--- src/rtl/fifo_modport.sv ---
// ---------------------------------------------------------------------------
// fifo_modport
// Single-clock synchronous FIFO exposing the Fifo_if signal set.
// Buffers DSIZE-bit words, 2**ASIZE deep, in first-in-first-out order.
//
// Ports:
//   CLK     in   1      single clock, all state updates on the rising edge
//   RST     in   1      synchronous active-high reset
//   WINC    in   1      write request, accepted when WFULL=0
//   WDATA   in   DSIZE  write data, captured on an accepted write
//   RINC    in   1      read request, accepted when REMPTY=0
//   RDATA   out  DSIZE  registered read data, holds when no read is accepted
//   WFULL   out  1      FIFO holds 2**ASIZE words
//   REMPTY  out  1      FIFO holds 0 words
// ---------------------------------------------------------------------------
module fifo_modport #(
  parameter int DSIZE = 8,
  parameter int ASIZE = 4
) (
  input  logic             CLK,
  input  logic             RST,
  input  logic             WINC,
  input  logic [DSIZE-1:0] WDATA,
  input  logic             RINC,
  output logic [DSIZE-1:0] RDATA,
  output logic             WFULL,
  output logic             REMPTY
);

  localparam int DEPTH = 1 << ASIZE;

  logic [DSIZE-1:0] mem [DEPTH];
  logic [ASIZE:0]   wptr;
  logic [ASIZE:0]   rptr;
  logic             we;
  logic             re;

  // Flags come only from the registered pointers, so they move in the cycle
  // after an accepting edge. The extra pointer bit separates full from empty:
  // equal pointers mean empty, equal index with differing wrap bits means full.
  assign REMPTY = (wptr == rptr);
  assign WFULL  = (wptr[ASIZE-1:0] == rptr[ASIZE-1:0]) &&
                  (wptr[ASIZE] != rptr[ASIZE]);

  // Requests are gated by the current flags; a write into a full FIFO or a
  // read from an empty one is simply dropped.
  assign we = WINC & ~WFULL;
  assign re = RINC & ~REMPTY;

  // Storage is not reset; reset blocks a same-cycle write so discarded data
  // never lands in the array.
  always_ff @(posedge CLK) begin
    if (!RST && we) begin
      mem[wptr[ASIZE-1:0]] <= WDATA;
    end
  end

  // Pointers and read data register. Pointers wrap naturally modulo
  // 2**(ASIZE+1); RDATA only updates on an accepted read.
  always_ff @(posedge CLK) begin
    if (RST) begin
      wptr  <= '0;
      rptr  <= '0;
      RDATA <= '0;
    end else begin
      if (we) begin
        wptr <= wptr + 1'b1;
      end
      if (re) begin
        RDATA <= mem[rptr[ASIZE-1:0]];
        rptr  <= rptr + 1'b1;
      end
    end
  end

endmodule

--- config.mk ---
export PLATFORM = sky130hd
export DESIGN_NAME = fifo_modport
export DESIGN_NICKNAME = d
export VERILOG_FILES = /design/src/rtl/fifo_modport.sv
export SDC_FILE = /design/constraint.sdc
export NUM_CORES = 1
export LEC_CHECK = 0
export ABC_CLOCK_PERIOD_IN_PS = 3250
export BUFFER_PORTS_ARGS = -buffer_cell sky130_fd_sc_hd__buf_2
export CAP_MARGIN = 10
export CORE_ASPECT_RATIO = 1.1
export CORE_MARGIN = 2
export CORE_UTILIZATION = 40
export CTS_BUF_LIST = sky130_fd_sc_hd__clkbuf_2 sky130_fd_sc_hd__clkbuf_4 sky130_fd_sc_hd__clkbuf_8
export DETAILED_ROUTE_END_ITERATION = 12
export SLEW_MARGIN = 20
export SYNTH_ARGS = -nofsm -noshare
export SYNTH_HDL_FRONTEND = slang
export SYNTH_SLANG_ARGS = --single-unit
--- constraint.sdc ---
create_clock -name CLK -period 3.25 [get_ports CLK]
set_input_delay 0 -clock CLK [delete_from_list [all_inputs] [get_ports CLK]]
set_output_delay 0 -clock CLK [all_outputs]
set_load 0.02 [all_outputs]
Word level (Yosys, flattened, before mapping)
Memory sizes are Yosys's and may differ from the RTL's. A register that Yosys moved wholly into a read port is not among the register bits.
Cells that the tools add are included.

storage, ports and cells
  word-level logic and storage cells = 17
  register bits after elaboration = 10
  output and inout port bits = 10
  bits in writable memories = 128
  memories = 1
  bits of input ports = 12

operators by class
  reduce and logical (&&, ||, !) cells = 3
  equality and inequality tests = 3
  $add $sub $neg = 2
  bitwise logic cells = 4
  mux-type cells = 2

memories
  name  depth  bits a word  rd ports  clocked after Yosys merged registers in  wr ports  RTL line  source
  mem   16     8            1         1                                        1         32        logic [DSIZE-1:0] mem [DEPTH];

operators by type and width
  operator                                     count
  adder 5 x 1 -> 5 bit, second input constant  2
  equality test 5 bit                          1
  equality test 4 bit                          1
  bitwise AND 1 bit                            2
  logical AND 1 bit                            2
  two-way mux 1 bit                            2
  inverter 1 bit                               2
  zero test 1 bit                              1
  inequality test 1 bit                        1

Depth between registers and ports, before layout
Gate-level depths: netlist (run 1).

  depth after elaboration = 7
  mapped depth = 8

Worst setup path after synthesis (run 1)
OpenSTA, ideal clock, no wires.

  path kind = reg-to-reg
  from = reg rptr[2]
  to = mem mem[1][0], enable pin
  stages on the path, launching flop included = 8
  library setup time = 0.395 ns
  data arrival time = 2.088 ns
  slack = 0.767 ns
  period minus slack after synthesis = 2.483 ns
  data required time = 2.855 ns
  cell sequence = dfxtp_1 -> buf_2 -> xnor2_1 -> nand4_2 -> o21ai_0 -> buf_2 -> buf_2 -> nor4_1

on the way
  word-level cells in the longest chain between the ends = 7

ends and longest elaborated chain
  item                                     RTL line  source
  start: declaration                       34        logic [ASIZE:0] rptr;
  start signal: assignment                 71        rptr <= rptr + 1'b1;
  equality test 4 bit                      42        assign WFULL = (wptr[ASIZE-1:0] == rptr[ASIZE-1:0]) &&
  logical AND 1 bit                        42
  inverter 1 bit                           47        assign we = WINC & ~WFULL;
  bitwise AND 1 bit                        47
  logical AND 1 bit                        53        if (!RST && we) begin
  two-way mux 1 bit                        53
  two-way mux 1 bit (not written as such)  54        mem[wptr[ASIZE-1:0]] <= WDATA;
  end: declaration                         32

No other way between the ends.

Worst setup path after layout (run 1)
  from = reg rptr[1]
  to = reg wptr[4]

on the way
  word-level cells in the longest chain between the ends = 4

ends and longest elaborated chain
  item                    RTL line  source
  equality test 4 bit     42
  logical AND 1 bit       42
  inverter 1 bit          47
  bitwise AND 1 bit       47
  end signal: assignment  67        wptr <= wptr + 1'b1;
  end: declaration        33        logic [ASIZE:0] wptr;

No other way between the ends.
A chain may end at the register's enable or synchronous reset.

==> qor.yml, run 1 <==
critical_path:
  end_kind: "flip-flop"
  crit_type: "reg -> reg"
  cp.arrival_ns: 2.73
  cp_max_fo: 29
  r2r_slack_ns: 0.84
  r2r_cells: 7
  worstSetupStartpointType: "flip-flop"
  crit_required_ns: 3.56
clocking:
  insertion_delay_ns: 0.43
  clock_path_buffers: 2
  clock-sinks: 146
  root_buffer: "clkbuf_8"
  cts_setup_buffers: 0
  postCtsResizedCells: 0
  cts_tree: "yes"
  htreeDepth: 4
  cts_buffers: 17
  path_clk_slew_ns: 0.08
global_routing:
  grt_overflow: 0
  grt_first_pass_wirelength_um: 18000
  grt_max_degree: 30
  grt_usage: 0.156
  grt_antenna_before_repair: 0
  grt_pass1_vias: 3160
yosys:
  synth_mux_area_frac: 0.151
  synth.avg_cell_area_sq_um: 18.1
  synth_cell_type_count: 34
  syn_inst: 329
  ys_top_cells_by_count: "edfxtp_1, mux4_1, dfxtp_1, nor2_1"
  synth_compound_area_frac: 0.0408
  synth-async-reset-ratio: 0
  synth.largest_area_cell: "edfxtp_1"
  synth_top_family_by_area: "multiplexers"
  netlist_area_sq_mm: 0.00595
  synth_top_flop_cell: "edfxtp_1"
  synth_fa_ha_area_frac: 0.0105
  syn-num-nets: 346
  yosysMostFrequentCell: "edfxtp_1"
  yosys.area_share.simple: 0.0500
  synth-edff-count: 128
  synthTopCellsByArea: "edfxtp_1, mux4_1, dfxtp_1"
  synth_top_area_frac: 0.646
  ys_warn_count: 0
  ys_seq_area_frac: 0.706
  yosys_register_bits: 146
  synthXorXnorAreaFrac: 0.0191
finish:
  antennaDiodeCount: 0
  post-route-util: 0.477
  area_growth_pct: 16.2
  nets: 399
  fillers: 1249
  drive_gt1_frac: 0.243
timing:
  worst_slew_pin_slew_ns: 0.603
  tns_ns: 0
  fmax_ghz: 0.415
  slew_headroom: 0.598
  skew_ns: 0.00930
  slew_violations: 0
  worst_slack_ns: 0.838
  grt_setup_unrepaired: "no"
  setup_viol: 0
  hold_violations: 0
  fin_crit_ns: 2.41
  finalCritPeriodShare: 0.742
place:
  pre_cts_slack_ns: 1.03
  portBuffers: 21
  gp_congestion: 0.770
  hpwlAfterDp_um: 7370
min_path:
  hp-class: "reg -> reg"
  whs_path_depth: 2
detailed_routing:
  via_count: 3120
  drt_first_pass_iters: 4
  wirelength_um: 11900
  drtIter0Drc: 216
  drc: 0
  drt-vias-per-instance: 5.32
  wl_per_cell_um: 20.3
  ant_nets: 0
floorplan:
  initial_core_util: 0.410
  die_area_sq_mm: 0.0159
  pin_count: 22
  die_height_um: 132
  design.core.area_sq_mm: 0.0145
  die_w_um: 120
  rows: 46
outcome:
  status: "completed"
pwr:
  worst_ir_drop_vdd_v: 0.000237
  leakagePower_nw: 2.25
  cellPowerDensity_mw_per_mm2: 589
run:
  maxCapViolations: 0
==> logic make-up (layout without fill, tap and decap cells) <==
kind of cell,Yosys count,count (layout)
xor gates and xnor gates,13,13
adders and majority gates,5,5
and+or+nand+nor,56,56
AOI/OAI and AO/OA,35,35
DFF,146,146
buffers and inverters,25,91
muxes,49,49
==> path summary, 6_finish.rpt <==
| kind | from | endpoint |
|---|---|---|
| worst max-delay path | rptr[1]$_SDFFE_PP0P_ | wptr[4]$_SDFFE_PP0P_ |
| worst min-delay path | RDATA[2]$_SDFFE_PP0P_ | RDATA[2]$_SDFFE_PP0P_ |
| worst max register to register | rptr[1]$_SDFFE_PP0P_ | wptr[4]$_SDFFE_PP0P_ |
| worst min register to register | RDATA[2]$_SDFFE_PP0P_ | RDATA[2]$_SDFFE_PP0P_ |
==> layout by cell type (no fill, tap or decap), types with 2 or more instances in the layout <==
cell	count
nor4_1	7
o211ai_1	3
clkinv_2	3
dfxtp_1	17
nor3_1	12
mux2_2	16
clkbuf_8	18
a21oi_1	2
nor4b_2	2
nor2_1	18
clkbuf_4	3
a211oi_1	16
edfxtp_1	128
mux4_1	23
clkinv_1	3
buf_2	21
dlygate4sd3_1	12
o21ai_0	2
bufinv_16	4
nor4b_1	2
xor2_1	6
xnor2_1	7
buf_4	22
inv_1	3
o22ai_1	8
nand2b_1	5
nand2_1	4
mux2i_1	9
ha_1	5
==> final cells by class <==
class	count	area (sq um)	share of cell area
inverter	4	15.0	0.00217
clock inverter	11	160	0.0232
multi-input combinational	158	1630	0.236
tap	192	240	0.0347
timing repair buffer	55	390	0.0565
clock buffer	21	270	0.0391
sequential	146	4210	0.608
==> where the power goes <==
group          internal (mW)  switching, mW  total [mW]  leakage, nW
combinational          0.175          0.276       0.452        0.728
clock                  0.878          0.640        1.52        0.223
sequential              2.08         0.0268        2.10         1.30
==> per-layer routing <==
layer	wire length, um	vias up	track usage
met1	5210	1610	0.197
met2	6170	51	0.263
met3	405	9	0.0329
met4	145	0	0.0614
li1	-	1450	-
met5	0	-	0
==> through the flow <==
step	power [mW]	cell area [sq um]	std cells	hold slack (ns)
after detailed placement	2.59	6360	543	0.403
after floorplan	2.44	5950	329	0.0989
after global placement	2.59	6360	543	0.388
after global routing	4.24	6910	587	0.509
final	4.07	6910	587	0.494
after CTS	4.11	6910	587	0.494
==> worst max-delay path, cell delays in order (launching register included) <==
cell	delay (ns)
dfxtp_1	0.31
buf_4	0.41
xnor2_1	0.20
nand4_2	0.26
o211ai_1	0.29
xor2_1	0.20
nor2_1	0.05
dlygate4sd3_1	0.57
==> registers in the layout, summed over array words and instances (netlist names) <==
name   cells
RDATA      8
mem      128
rptr       5
wptr       5
==> what timing repair did <==
item | in CTS | in global routing
hold buffers | 12 | 0
endpoints found under the setup margin | 0 | 0
endpoints found under the hold margin | 136 | 0
No activity file was read; power rests on OpenSTA's default activity.
==> run 2: changes to the inputs <==
--- a/config.mk
+++ b/config.mk
@@ -5,7 +5,7 @@
 export SDC_FILE = /design/constraint.sdc
 export NUM_CORES = 1
 export LEC_CHECK = 0
-export ABC_CLOCK_PERIOD_IN_PS = 3250
+export ABC_CLOCK_PERIOD_IN_PS = 2500
 export BUFFER_PORTS_ARGS = -buffer_cell sky130_fd_sc_hd__buf_2
 export CAP_MARGIN = 10
 export CORE_ASPECT_RATIO = 1.1
==> constraint.sdc (replaced) <==
create_clock -name CLK -period 2.5 [get_ports CLK]
set_input_delay 0 -clock CLK [delete_from_list [all_inputs] [get_ports CLK]]
set_output_delay 0 -clock CLK [all_outputs]
set_load 0.02 [all_outputs]
==> run 2 against run 1 <==
Core utilization down 0.060 points. Routed wire length increased by 1.6%. Sequential power grew 31%. Final cell count up 0.34%. Die area is the same. Critical endpoint unchanged. Largest power group unchanged.
==> qor.yml, run 2 (same netlist as run 1, synthesis figures left out) <==
outcome:
  status: "completed"
detailed_routing:
  drt_first_pass_iters: 5
  drc: 0
  wirelength_um: 12100
  drtIter0Drc: 212
  drt-vias-per-instance: 5.30
  wl_per_cell_um: 20.6
  ant_nets: 0
  via_count: 3120
timing:
  tns_ns: 0
  grt_setup_unrepaired: "no"
  hold_violations: 0
  fin_crit_ns: 2.29
  finalCritPeriodShare: 0.914
  slew_violations: 0
  skew_ns: 0.0103
  whs_ns: 0.494
  setup_viol: 0
  fmax_ghz: 0.438
  slew_headroom: 0.597
  worst_slew_pin_slew_ns: 0.604
place:
  placed_area_sq_mm: 0.00640
  gp_congestion: 0.753
  portBuffers: 21
  hpwlAfterDp_um: 7570
global_routing:
  met1_usage: 0.207
  grt_max_degree: 30
  grt_first_pass_wirelength_um: 18700
  grt_usage: 0.161
  grt_busiest_layer: "met2"
  grt_pass1_vias: 3246
  grt_antenna_before_repair: 0
  met2_usage: 0.268
  grt_use_met3: 0.0350
  grt_overflow: 0
clocking:
  cts_buffers: 17
  htreeDepth: 4
  cts_tree: "yes"
  insertion_delay_ns: 0.43
  clock_path_buffers: 2
  clock-sinks: 146
  root_buffer: "clkbuf_8"
  ctsHoldBuffers: 12
  cts_setup_buffers: 0
  path_clk_slew_ns: 0.08
  postCtsResizedCells: 0
floorplan:
  rows: 46
  die_height_um: 132
  die_w_um: 120
  pin_count: 22
  design.core.area_sq_mm: 0.0145
  initial_core_util: 0.410
  die_area_sq_mm: 0.0159
finish:
  fillers: 1259
  nets: 401
  multi_input_area_sq_mm: 0.00163
  largest_reg_flops: 128
  drive_gt1_frac: 0.249
  final_area_sq_mm: 0.00691
  area_growth_pct: 16.0
  final_common_cell: "edfxtp_1"
  regArea_sq_mm: 0.00421
  final_cell_mix: "edfxtp_1, mux4_1, buf_4"
  antennaDiodeCount: 0
  post-route-util: 0.476
critical_path:
  cp_max_fo: 17
  crit-reg2reg-capture: "wptr[4]$_SDFFE_PP0P_"
  r2r_slack_ns: 0.21
  end_kind: "flip-flop"
  crit_type: "reg -> reg"
  cp.arrival_ns: 2.61
  worstSetupStartpointType: "flip-flop"
  r2r-start: "wptr[2]$_SDFFE_PP0P_"
  crit_required_ns: 2.83
  r2r_cells: 7
pwr:
  worst_ir_drop_vdd_v: 0.000318
  leakagePower_nw: 2.23
  cellPowerDensity_mw_per_mm2: 738
min_path:
  hold_end: "RDATA[2]$_SDFFE_PP0P_"
  whs_path_depth: 2
  hold_path_startpoint: "RDATA[2]$_SDFFE_PP0P_"
  hp-class: "reg -> reg"
run:
  maxCapViolations: 0
run 2: changes by cell type in the layout (fill, tap and decap cells not counted), moves of 2 or more:
| cell | before | now |
|---|---|---|
| buf_12 | 0 | 2 |
| bufinv_16 | 4 | 2 |
| clkbuf_4 | 3 | 1 |
| clkinvlp_4 | 0 | 4 |
run 2: cell type report:
| class | instances | share of cell area |
|---|---|---|
| clock buffer | 18 | 0.0350 |
| multi-input combinational | 158 | 0.236 |
| timing repair buffer | 57 | 0.0623 |
| clock inverter | 14 | 0.0203 |
| sequential | 146 | 0.609 |
| inverter | 4 | 0.00217 |
| tap | 192 | 0.0348 |
run 2: per-stage QoR:
step	setup slack, ns	std cells	total power, mW
final	0.215	589	5.10
after detailed placement	0.376	545	3.39
after floorplan	0.0171	329	3.18
after CTS	0.225	589	5.14
after global routing	0.0493	589	5.30
after global placement	0.440	545	3.38
run 2: routing by layer:
layer	vias to the layer above	routed length [um]	part of all wire
met5	-	0	0
met4	0	253	0.021
met3	18	479	0.040
met2	63	6000	0.50
met1	1590	5380	0.44
li1	1449	-	-
run 2: power breakdown:
| part | switching, mW | internal [mW] |
|---|---|---|
| sequential | 0.0449 | 2.70 |
| clock | 0.866 | 0.890 |
| combinational | 0.353 | 0.243 |
| total | 1.26 | 3.83 |
run 2: worst max path at each step:
stage	startpoint	slack [ns]	endpoint	cells after the start
floorplan	rptr[2]$_SDFFE_PP0P_	0.02	mem[1][0]$_DFFE_PP_	7
global placement	wptr[2]$_SDFFE_PP0P_	0.44	mem[5][4]$_DFFE_PP_	6
detailed placement	wptr[2]$_SDFFE_PP0P_	0.38	mem[11][3]$_DFFE_PP_	6
CTS	wptr[2]$_SDFFE_PP0P_	0.22	wptr[4]$_SDFFE_PP0P_	7
global route	wptr[2]$_SDFFE_PP0P_	0.05	wptr[4]$_SDFFE_PP0P_	7
finish	wptr[2]$_SDFFE_PP0P_	0.21	wptr[4]$_SDFFE_PP0P_	7
run 2: critical path, cell delays in order (launching register included):
cell	delay, ns
dfxtp_1	0.71
xnor2_1	0.20
nand4_2	0.12
buf_4	0.18
o211ai_1	0.20
xor2_1	0.17
nor2_1	0.05
dlygate4sd3_1	0.56
==> run 3: changes to the inputs <==
--- a/config.mk
+++ b/config.mk
@@ -13,6 +13,7 @@
 export CORE_UTILIZATION = 40
 export CTS_BUF_LIST = sky130_fd_sc_hd__clkbuf_2 sky130_fd_sc_hd__clkbuf_4 sky130_fd_sc_hd__clkbuf_8
 export DETAILED_ROUTE_END_ITERATION = 12
+export REMOVE_ABC_BUFFERS = 1
 export SLEW_MARGIN = 20
 export SYNTH_ARGS = -nofsm -noshare
 export SYNTH_HDL_FRONTEND = slang
==> run 3 against run 2 <==
Register-to-register slack better by 0.14 ns. Sequential share of layout area down 1.3 points. Count of clock-buffer cells in the layout down 1. Sequential cell count unchanged. Critical path depth unchanged. Largest power group unchanged. Total power up 7.8%. Die area unchanged.
==> qor.yml, run 3 (same netlist as run 1, synthesis figures left out) <==
pwr:
  cellPowerDensity_mw_per_mm2: 780
  finalPower_mw: 5.50
  worst_ir_drop_vdd_v: 0.000330
  leakagePower_nw: 2.30
finish:
  post-route-util: 0.486
  final_cell_mix: "edfxtp_1, buf_4, mux4_1"
  area_growth_pct: 18.5
  fin_cells: 592
  final_common_cell: "edfxtp_1"
  multi_input_area_sq_mm: 0.00166
  drive_gt1_frac: 0.263
  largest_reg_flops: 128
  nets: 405
  regArea_sq_mm: 0.00421
  fillers: 1236
  antennaDiodeCount: 0
min_path:
  hold_path_startpoint: "WDATA[3]"
  whs_path_depth: 2
  hp-class: "in -> reg"
detailed_routing:
  drt-vias-per-instance: 5.34
  ant_nets: 0
  drc: 0
  wirelength_um: 12100
  wl_per_cell_um: 20.5
  drtIter0Drc: 240
  via_count: 3163
  drt_first_pass_iters: 5
critical_path:
  cp_num_cells: 7
  path_delay_family: "buffers and inverters"
  end_kind: "flip-flop"
  worstPathCellList: "xnor2_1 -> nand4_2 -> buf_4 -> o211ai_1 -> xor2_1 -> nor2_1 -> dlygate4sd3_1"
  crit_required_ns: 2.83
  cp_max_fo: 12
  worstSetupStartpoint: "rptr[2]$_SDFFE_PP0P_"
  worstSetupStartpointType: "flip-flop"
  r2r_cells: 7
  r2r-start: "rptr[2]$_SDFFE_PP0P_"
  cp_slowest_cell: "dlygate4sd3_1"
  path_buf_inv: 2
  crit_type: "reg -> reg"
  cp.arrival_ns: 2.47
  critical_path.max_stage_delay_ns: 0.57
run:
  maxCapViolations: 0
timing:
  setup_viol: 0
  fmax_ghz: 0.466
  hold_violations: 0
  fin_crit_ns: 2.15
  slew_violations: 0
  whs_ns: 0.493
  skew_ns: 0.00835
  finalCritPeriodShare: 0.859
  worst_slew_pin_slew_ns: 0.496
  grt_setup_unrepaired: "no"
  slew_headroom: 0.669
clocking:
  cts_tree: "yes"
  path_clk_slew_ns: 0.08
  insertion_delay_ns: 0.44
  clock-sinks: 146
  htreeDepth: 4
  cts_buffers: 17
  clock_path_buffers: 2
  postCtsResizedCells: 0
  cts_setup_buffers: 0
  ctsHoldBuffers: 13
  root_buffer: "clkbuf_8"
floorplan:
  pin_count: 22
  die_height_um: 132
  initial_core_util: 0.410
  design.core.area_sq_mm: 0.0145
  die_w_um: 120
  rows: 46
  die_area_sq_mm: 0.0159
global_routing:
  grt_pass1_vias: 3262
  grt_overflow: 0
  grt_usage: 0.164
  grt_first_pass_wirelength_um: 18900
  grt_max_degree: 23
  grt_busiest_layer: "met2"
  grt_antenna_before_repair: 0
  met1_usage: 0.206
  grt_use_met3: 0.0350
  met2_usage: 0.276
place:
  portBuffers: 21
  dp.cells: 548
  gp_congestion: 0.841
  hpwlAfterDp_um: 7620
outcome:
  status: "completed"
## run 3: changes by cell type in the layout (fill, tap and decap cells not counted), sizes merged
| cell | change |
|---|---|
| buf | +3 |
| bufinv | +4 |
| clkbuf | -1 |
| clkinv | -3 |
| clkinvlp | -2 |
| dlygate4sd3 | +1 |
| inv | +1 |
## run 3: cell type report
| class | count | share of cell area |
|---|---|---|
| Clock inverter | 14 | 0.0334 |
| Timing Repair Buffer | 61 | 0.0657 |
| Sequential cell | 146 | 0.596 |
| Tap cell | 192 | 0.0341 |
| Clock buffer | 17 | 0.0332 |
| Inverter | 4 | 0.00213 |
| Multi-Input combinational cell | 158 | 0.235 |
## run 3: routing by layer
metal | vias to the layer above | wire, um
met2 | 58 | 6060
met3 | 17 | 335
met4 | 0 | 256
met1 | 1628 | 5470
met5 | - | 0
li1 | 1460 | -
## run 3: through the flow
stage          setup WS (ns)  TNS, ns  area [sq um]
6_report               0.352        0          7050
5_1_grt                0.237        0          7050
4_1_cts                0.345        0          7050
3_5_place_dp           0.543        0          6450
3_3_place_gp           0.518        0          6450
2_1_floorplan          -1.22  -154.38          5830
## run 3: path summary, 6_finish.rpt
kind / endpoint / slack [ns]
setup / recovery: rptr[2]$_SDFFE_PP0P_ / 0.35
setup reg to reg: rptr[2]$_SDFFE_PP0P_ / 0.35
hold reg to reg: RDATA[2]$_SDFFE_PP0P_ / 0.51
hold / removal: mem[8][3]$_DFFE_PP_ / 0.49
## run 3: power by group
| group | switching [mW] | total, mW | internal, mW |
|---|---|---|---|
| logic | 0.367 | 0.620 | 0.253 |
| clock network | 0.854 | 2.14 | 1.28 |
| registers | 0.0405 | 2.74 | 2.70 |
| total | 1.26 | 5.50 | 4.24 |
